File: config.mk
export PLATFORM = sky130hd
export DESIGN_NAME = cyx_multicycle_ctrl
export DESIGN_NICKNAME = d
export VERILOG_FILES = /design/src/rtl/cyx_multicycle_ctrl.sv
export SDC_FILE = /design/constraint.sdc
export NUM_CORES = 1
export LEC_CHECK = 0
export CAP_MARGIN = 15
export CELL_PAD_IN_SITES_DETAIL_PLACEMENT = 2
export CELL_PAD_IN_SITES_GLOBAL_PLACEMENT = 2
export CORE_ASPECT_RATIO = 1.25
export CORE_MARGIN = 2
export CORE_UTILIZATION = 24
export DETAILED_ROUTE_END_ITERATION = 8
export DONT_BUFFER_PORTS = 1
export PLACE_DENSITY = 0.71
export SLEW_MARGIN = 0
export SYNTH_ARGS = -nofsm -noshare
export SYNTH_HDL_FRONTEND = slang
export SYNTH_SLANG_ARGS = --single-unit
export TNS_END_PERCENT = 5
File: constraint.sdc
create_clock -name clk -period 1.5 [get_ports clk]
set_clock_uncertainty 0.1 [all_clocks]
set_input_delay 0.3 -clock clk [delete_from_list [all_inputs] [get_ports clk]]
set_output_delay 0.3 -clock clk [all_outputs]
set_load 0.02 [all_outputs]
File: src/rtl/cyx_multicycle_ctrl.sv
// Multi-cycle control FSM for the nanoMIPS datapath: FETCH/DECODE/EXEC/MEM/WB sequencing.
// Latency: j 2, beq 3, R 4, sw 4, lw 5 cycles with mem_ready=1; each memory wait cycle adds 1.
// Backpressure: FETCH and MEM hold their memory request steady until mem_ready completes the access.
//
// Ports:
//   clk, rst          rising-edge clock, synchronous active-high reset
//   opcode, funct     instruction fields from the IR
//   zero              ALU zero flag (same cycle)
//   mem_ready         shared memory port completes the current access this cycle
//   pc_wr, pc_src     PC load enable / source (00 PC+4, 01 ALUOut, 10 jump target)
//   ir_wr, iord       IR load enable / memory address select (0 PC, 1 ALUOut)
//   mem_rd, mem_wr    memory read / write request
//   reg_dst, reg_wr, mem_to_reg   register file destination, write enable, write-data select
//   alu_src_a, alu_src_b, ext_op, alu_ctr   ALU operand selects, imm16 extension, operation
//   illegal           one-cycle pulse for an unsupported opcode/funct seen in DECODE
//   state             current state for debug (FETCH=0 DECODE=1 EXEC=2 MEM=3 WB=4)
//
// Build option: define CYX_MC_ADDI_EN to make opcode 8 (addi) a legal instruction.

module cyx_multicycle_ctrl #(
  parameter int ALUCTR_W = 4
) (
  input  logic                clk,
  input  logic                rst,
  input  logic [5:0]          opcode,
  input  logic [5:0]          funct,
  input  logic                zero,
  input  logic                mem_ready,
  output logic                pc_wr,
  output logic [1:0]          pc_src,
  output logic                ir_wr,
  output logic                iord,
  output logic                mem_rd,
  output logic                mem_wr,
  output logic                reg_dst,
  output logic                reg_wr,
  output logic                mem_to_reg,
  output logic                alu_src_a,
  output logic [1:0]          alu_src_b,
  output logic                ext_op,
  output logic [ALUCTR_W-1:0] alu_ctr,
  output logic                illegal,
  output logic [2:0]          state
);

  localparam logic [ALUCTR_W-1:0] ALU_ADD = ALUCTR_W'(4'b0010);
  localparam logic [ALUCTR_W-1:0] ALU_SUB = ALUCTR_W'(4'b0110);
  localparam logic [ALUCTR_W-1:0] ALU_AND = ALUCTR_W'(4'b0000);
  localparam logic [ALUCTR_W-1:0] ALU_OR  = ALUCTR_W'(4'b0001);
  localparam logic [ALUCTR_W-1:0] ALU_SLT = ALUCTR_W'(4'b0111);

  localparam logic [5:0] OP_R    = 6'd0;
  localparam logic [5:0] OP_J    = 6'd2;
  localparam logic [5:0] OP_BEQ  = 6'd4;
  localparam logic [5:0] OP_ADDI = 6'd8;
  localparam logic [5:0] OP_LW   = 6'd35;
  localparam logic [5:0] OP_SW   = 6'd43;

  typedef enum logic [2:0] {
    S_FETCH  = 3'd0,
    S_DECODE = 3'd1,
    S_EXEC   = 3'd2,
    S_MEM    = 3'd3,
    S_WB     = 3'd4
  } state_t;

  state_t cur_state, nxt_state;

  logic is_r, r_legal, is_j, is_beq, is_lw, is_sw, is_addi;
  logic [ALUCTR_W-1:0] r_alu;

  always_ff @(posedge clk) begin
    if (rst) cur_state <= S_FETCH;
    else     cur_state <= nxt_state;
  end

  // The debug view reads FETCH for the whole reset cycle, even before the register updates.
  assign state = rst ? 3'd0 : cur_state;

  // Instruction class decode
  always_comb begin
    is_r   = (opcode == OP_R);
    is_j   = (opcode == OP_J);
    is_beq = (opcode == OP_BEQ);
    is_lw  = (opcode == OP_LW);
    is_sw  = (opcode == OP_SW);
`ifdef CYX_MC_ADDI_EN
    is_addi = (opcode == OP_ADDI);
`else
    is_addi = 1'b0;
`endif
    r_legal = 1'b1;
    r_alu   = ALU_ADD;
    case (funct)
      6'd32:   r_alu = ALU_ADD;
      6'd34:   r_alu = ALU_SUB;
      6'd36:   r_alu = ALU_AND;
      6'd37:   r_alu = ALU_OR;
      6'd42:   r_alu = ALU_SLT;
      default: r_legal = 1'b0;
    endcase
  end

  // Next state and datapath controls
  always_comb begin
    nxt_state  = cur_state;
    pc_wr      = 1'b0;
    pc_src     = 2'b00;
    ir_wr      = 1'b0;
    iord       = 1'b0;
    mem_rd     = 1'b0;
    mem_wr     = 1'b0;
    reg_dst    = 1'b0;
    reg_wr     = 1'b0;
    mem_to_reg = 1'b0;
    alu_src_a  = 1'b0;
    alu_src_b  = 2'b00;
    ext_op     = 1'b0;
    alu_ctr    = ALU_ADD;
    illegal    = 1'b0;

    case (cur_state)
      S_FETCH: begin
        mem_rd    = 1'b1;
        alu_src_b = 2'b01;
        if (mem_ready) begin
          ir_wr     = 1'b1;
          pc_wr     = 1'b1;
          nxt_state = S_DECODE;
        end
      end
      S_DECODE: begin
        // Branch target PC + (sext(imm16)<<2) is computed speculatively into ALUOut.
        alu_src_b = 2'b11;
        if (is_j) begin
          pc_wr     = 1'b1;
          pc_src    = 2'b10;
          nxt_state = S_FETCH;
        end else if ((is_r && r_legal) || is_lw || is_sw || is_beq || is_addi) begin
          nxt_state = S_EXEC;
        end else begin
          illegal   = 1'b1;
          nxt_state = S_FETCH;
        end
      end
      S_EXEC: begin
        alu_src_a = 1'b1;
        nxt_state = S_FETCH;
        if (is_r) begin
          alu_ctr   = r_alu;
          nxt_state = S_WB;
        end else if (is_lw || is_sw) begin
          alu_src_b = 2'b10;
          ext_op    = 1'b1;
          nxt_state = S_MEM;
        end else if (is_beq) begin
          alu_ctr = ALU_SUB;
          pc_src  = 2'b01;
          pc_wr   = zero;
        end else if (is_addi) begin
          alu_src_b = 2'b10;
          ext_op    = 1'b1;
          nxt_state = S_WB;
        end
      end
      S_MEM: begin
        iord   = 1'b1;
        mem_rd = is_lw;
        mem_wr = is_sw;
        if (mem_ready) nxt_state = is_lw ? S_WB : S_FETCH;
      end
      S_WB: begin
        reg_wr     = 1'b1;
        reg_dst    = is_r;
        mem_to_reg = is_lw;
        nxt_state  = S_FETCH;
      end
      default: nxt_state = S_FETCH;
    endcase

    // Architectural side effects are suppressed in the reset cycle so an abandoned
    // instruction never leaves a partial write behind.
    if (rst) begin
      pc_wr   = 1'b0;
      ir_wr   = 1'b0;
      reg_wr  = 1'b0;
      mem_wr  = 1'b0;
      illegal = 1'b0;
    end
  end

endmodule
Word-level counts from Yosys, hierarchy flattened
Index checks and enable logic that the tools add are counted.
W data, S select, Z words.
{"block": "word_totals", "register_bits": 3, "input_bits": 16, "output_inout_bits": 22, "word_cells": 73}
{"block": "classes", "eq_ne": 15, "mux": 48, "reduce_logical": 9}
{"operator": "$eq A6 B6 Y1 const B", "n": 7}
{"operator": "$mux W1", "n": 27}
{"operator": "$pmux W3 S4", "n": 2}
{"operator": "$mux W3", "n": 7}
{"operator": "$mux W2", "n": 6}
{"operator": "$mux W4", "n": 2}
{"operator": "$eq A3 B2 Y1 const B", "n": 2}
{"operator": "$eq A6 B2 Y1 const B", "n": 1}
{"operator": "$eq A6 B3 Y1 const B", "n": 1}
{"operator": "$logic_not A6 Y1", "n": 1}
{"operator": "$pmux W2 S3", "n": 1}
{"operator": "$reduce_or A5 Y1", "n": 1}
{"operator": "$logic_or A1 B1 Y1", "n": 4}
{"operator": "$ne A2 B2 Y1 const B", "n": 2}
{"operator": "$pmux W2 S2", "n": 1}
{"operator": "$eq A3 B1 Y1 const B", "n": 1}
{"operator": "$eq A3 B3 Y1 const B", "n": 1}
{"operator": "$logic_not A3 Y1", "n": 1}
{"operator": "$pmux W1 S3", "n": 1}
{"operator": "$pmux W1 S2", "n": 1}
{"operator": "$reduce_and A2 Y1", "n": 1}
{"operator": "$logic_and A1 B1 Y1", "n": 1}

Logic depth before layout (Yosys ltp)
Gate-level depths: netlist of run 1.
{"block": "logic_depth", "word_depth": 11, "depth_mapped": 7, "mapped_depth_nobuf": 6}

Least setup slack after synthesis of run 1
No wires, ideal clock.
{"block": "synth_timing", "path_kind": "reg2out", "from": "register cur_state[0]", "to": "output alu_ctr[2]", "arrival_time_ps": 1501, "required_ps": 1100, "path_slack_ps": -401, "stages_incl_launch_ff": 6, "n_path_buf": 1, "cell_sequence": "dfxtp_1 -> buf_2 -> inv_2 -> nand3_2 -> or4b_4 -> o21bai_1"}
{"block": "synth_between", "elab_chain_cells": 2}
{"item": "start, declared", "line": "67", "text": "state_t cur_state, nxt_state;"}
{"item": "start signal, assigned", "line": "74", "text": "else cur_state <= nxt_state;"}
{"item": "$eq A3 B2 Y1", "line": "122", "text": "case (cur_state)"}
{"item": "$mux W4", "line": "122"}
{"item": "end, declared", "line": "41", "text": "output logic [ALUCTR_W-1:0] alu_ctr,"}
Every way passes these cells.

Final worst setup path of run 1
{"block": "layout_timing", "from": "register cur_state[2]", "to": "output pc_wr"}
{"block": "layout_between", "elab_chain_cells": 3, "word_cells_on_any_way": 5, "cone_classes": "eq/ne (2); mux (2); reduce/logical (1)"}
{"item": "$eq A3 B2 Y1, or another cell as far along", "line": "122"}
{"item": "$pmux W1 S3 (*)", "line": "122"}
{"item": "$mux W1 (*)", "line": "183", "text": "if (rst) begin"}
{"item": "end, declared", "line": "29", "text": "output logic pc_wr,"}
Every way passes the cells marked *; elsewhere a longest branch is shown, timed or not.

==> out/results.tsv, run 1 <==
metric	value	unit
PwrDens	383	nW/um^2
post-synthesis sequential area ratio	13.1	%
Area growth syn-to-layout	93.5	%
worst min path class	in -> reg	
H-tree levels	1	
worst hold slack	226	ps
sequential standard cell area	66.3	sq um
violated checks	negative setup slack	
via count	673	
CTS Root Cell	clkbuf_4	
Clk pin slew, worst setup/hold paths	40	ps
Synth top area share	13.1	%
placed cell areas	747	sq um
I/O pin count	38	
GPL Wtd Cong	0.772	
synthesized net count	85	
fin area	888	sq um
Leakage	0.000398	uW
Total GRT Usage	23.0	%
fillers	215	
# rows	17	
Startpoint Class	flip-flop	
ANT cells	0	
final HPWL from detailed placement	1780	um
Tcrit/Tclk final	129	%
footprint of the multi-input gates	460	sq um
f_max	517	MHz
power consumption	340	uW
vias per std cell	5.47	
Num Clock Sinks	3	
critical path data arrival time	1530	ps
CTS Buf Count	3	
final setup vio count	18	
Seq cells post-synth	3	
Biggest register	cur_state	
CP bufs+invs	4	
largest area contributor in the netlist	dfxtp_1	
ys async rst share	0	%
MaxCap Viol Count	0	
CP max FO	3	
die height	52.9	um
post-route setup slack	-434	ps
Distinct cells, synth	36	
largest net degree at the start of global routing	11	
synth top area cells	dfxtp_1 13%, nor2_1 11%, mux2i_1 6.5%	
CTS max path bufs	2	
nets@finish	121	
antenna violations before repair	0	
maximum vdd drop	0.301	mV
Avg Synthesized Cell Area	6.65	sq um
GR Overflow Total	0	
Detailed Routing Iterations Pass 1	2	
first-pass GRT wire length	3820	um
max reg flops	3	
Cells after Synth	69	
reg2reg setup slack	180	ps
cell chain of the critical path	inv_2 -> nand3_4 -> buf_6 -> inv_4 -> and4_4 -> nand4_1 -> o211ai_1 -> buf_4	
DIE AREA	2280	sq um
DRT Wirelength	2470	um
Worst EP required	1100	ps
Top FF cell, synth	dfxtp_1	
via count of the first global-routing pass	796	
Final Hold Violating Endpoints	0	
CP max stage delay	320	ps
layout cell share with drive strength beyond 1	64.4	%
Fin Setup TNS	-3490	ps
Commonest cells post-synth	14 x nor2_1, 6 x nand2_1, 4 x inv_1	
Core Region	1790	sq um
Top Family by Delay on Critical Path	buffers and inverters	
Final Max Slew Viols	0	
CTS tree	built	
count leader, synth	nor2_1	
Port Buf Inserts	0	
outcome	finished with violations	
Crit. End Element	output port	
die width	43.1	um
RSZ-0062 raised after global routing	true	
CP Class	reg -> out	
Initial Util	25.7	%
Ys Warns	0	
Routed Antenna Nets	0	
Skew-Pair Late Insertion Delay	240	ps
Residual DRC	0	
EDFF count, synth	0	
top flop regs	cur_state: 3 flops	
Mapped Area	459	sq um
Slowest-stage cell, CP	dfxtp_2	
Final min period	1930	ps
wire length per cell	20.1	um
initial DRC count	2	
-- cell type report --
class | instances | share of cell area (%)
Timing Repair Buffer | 34 | 31.7
Clock buffer | 4 | 2.96
Inverter | 6 | 3.38
Sequential cell | 3 | 7.46
Tap cell | 19 | 2.68
Multi-Input combinational cell | 57 | 51.8
-- worst register-to-register path: stages (launching register included) --
cell and delay, ps:
dfxtp_2 350, buf_4 200, nand3b_1 170, a21oi_2 60, buf_4 140, a32o_1 180
-- stage by stage --
stage,setup slack [ps],std cells,utilization (%)
2_1_floorplan,-220,69,-
3_3_place_gp,-249,117,41.8
3_5_place_dp,-275,117,41.8
4_1_cts,-418,122,47.5
5_1_grt,-475,123,49.7
6_report,-434,123,49.7
-- what timing repair did --
action,in CTS,in global routing
setup buffers,1,1
hold buffers,0,0
setup endpoints to repair,20,18
pin swaps,9,7
resized for setup,25,10
-- cells by family after synthesis --
group           Yosys count  share of synthesized area (%)
simple gates             42                           53.1
compound gates           11                           18.0
buf+inv                   9                           8.45
mux                       3                           6.54
flops                     3                           13.1
other cells               1                          0.817
-- layer usage --
layer  vias up  global-route usage, %  share of wire (%)  wire length [um]
met5         -                      0                  0                 0
met4         0                   17.7                2.9                72
met3         7                   5.46                4.6               115
met2        26                   44.0                 58              1440
met1       328                   20.0                 34               844
li1        312                      -                  -                 -
-- worst paths after layout --
kind,cells after the start,to,from
min,2,cur_state[2]$_SDFFE_PP0P_,opcode[3]
max,8,pc_wr,cur_state[2]$_SDFFE_PP0P_
min reg2reg,3,cur_state[0]$_SDFFE_PP0P_,cur_state[0]$_SDFFE_PP0P_
max reg2reg,5,cur_state[1]$_SDFFE_PP0P_,cur_state[1]$_SDFFE_PP0P_
-- layout by cell type (no fill, tap or decap), types with 2 or more instances in the layout --
master / Yosys / routed
nand2_1: 6 / 5
buf_6: 0 / 7
inv_2: 2 / 2
clkbuf_4: 0 / 3
nand4_1: 2 / 2
nor2_1: 14 / 7
o21ai_1: 1 / 2
nor2_2: 0 / 3
mux2i_1: 3 / 3
nor3_1: 3 / 2
nor2_4: 0 / 4
nand2b_1: 3 / 2
dfxtp_2: 0 / 2
buf_4: 1 / 27
inv_1: 4 / 2
nor2b_2: 0 / 2
-- power breakdown --
| part | leakage [uW] | switching (uW) | internal (uW) |
|---|---|---|---|
| clock network | 0.0000150 | 49.5 | 100 |
| registers | 0.0000261 | 2.47 | 81.4 |
| logic | 0.000357 | 57.5 | 49.2 |
| total | 0.000398 | 109 | 231 |
Note: power is estimated with default switching activity, not from simulation.
==> run 2, diff against run 1 <==
Settings changed: HOLD_SLACK_MARGIN set to 0.03.
==> results of run 2 <==
The final DEF is identical to that of run 1; final timing and power are the same.
==> run 3, diff against run 2 <==
Settings changed: CAP_MARGIN 15 to unset.
==> results of run 3 <==
The final DEF is identical to that of run 1; final timing and power are the same.
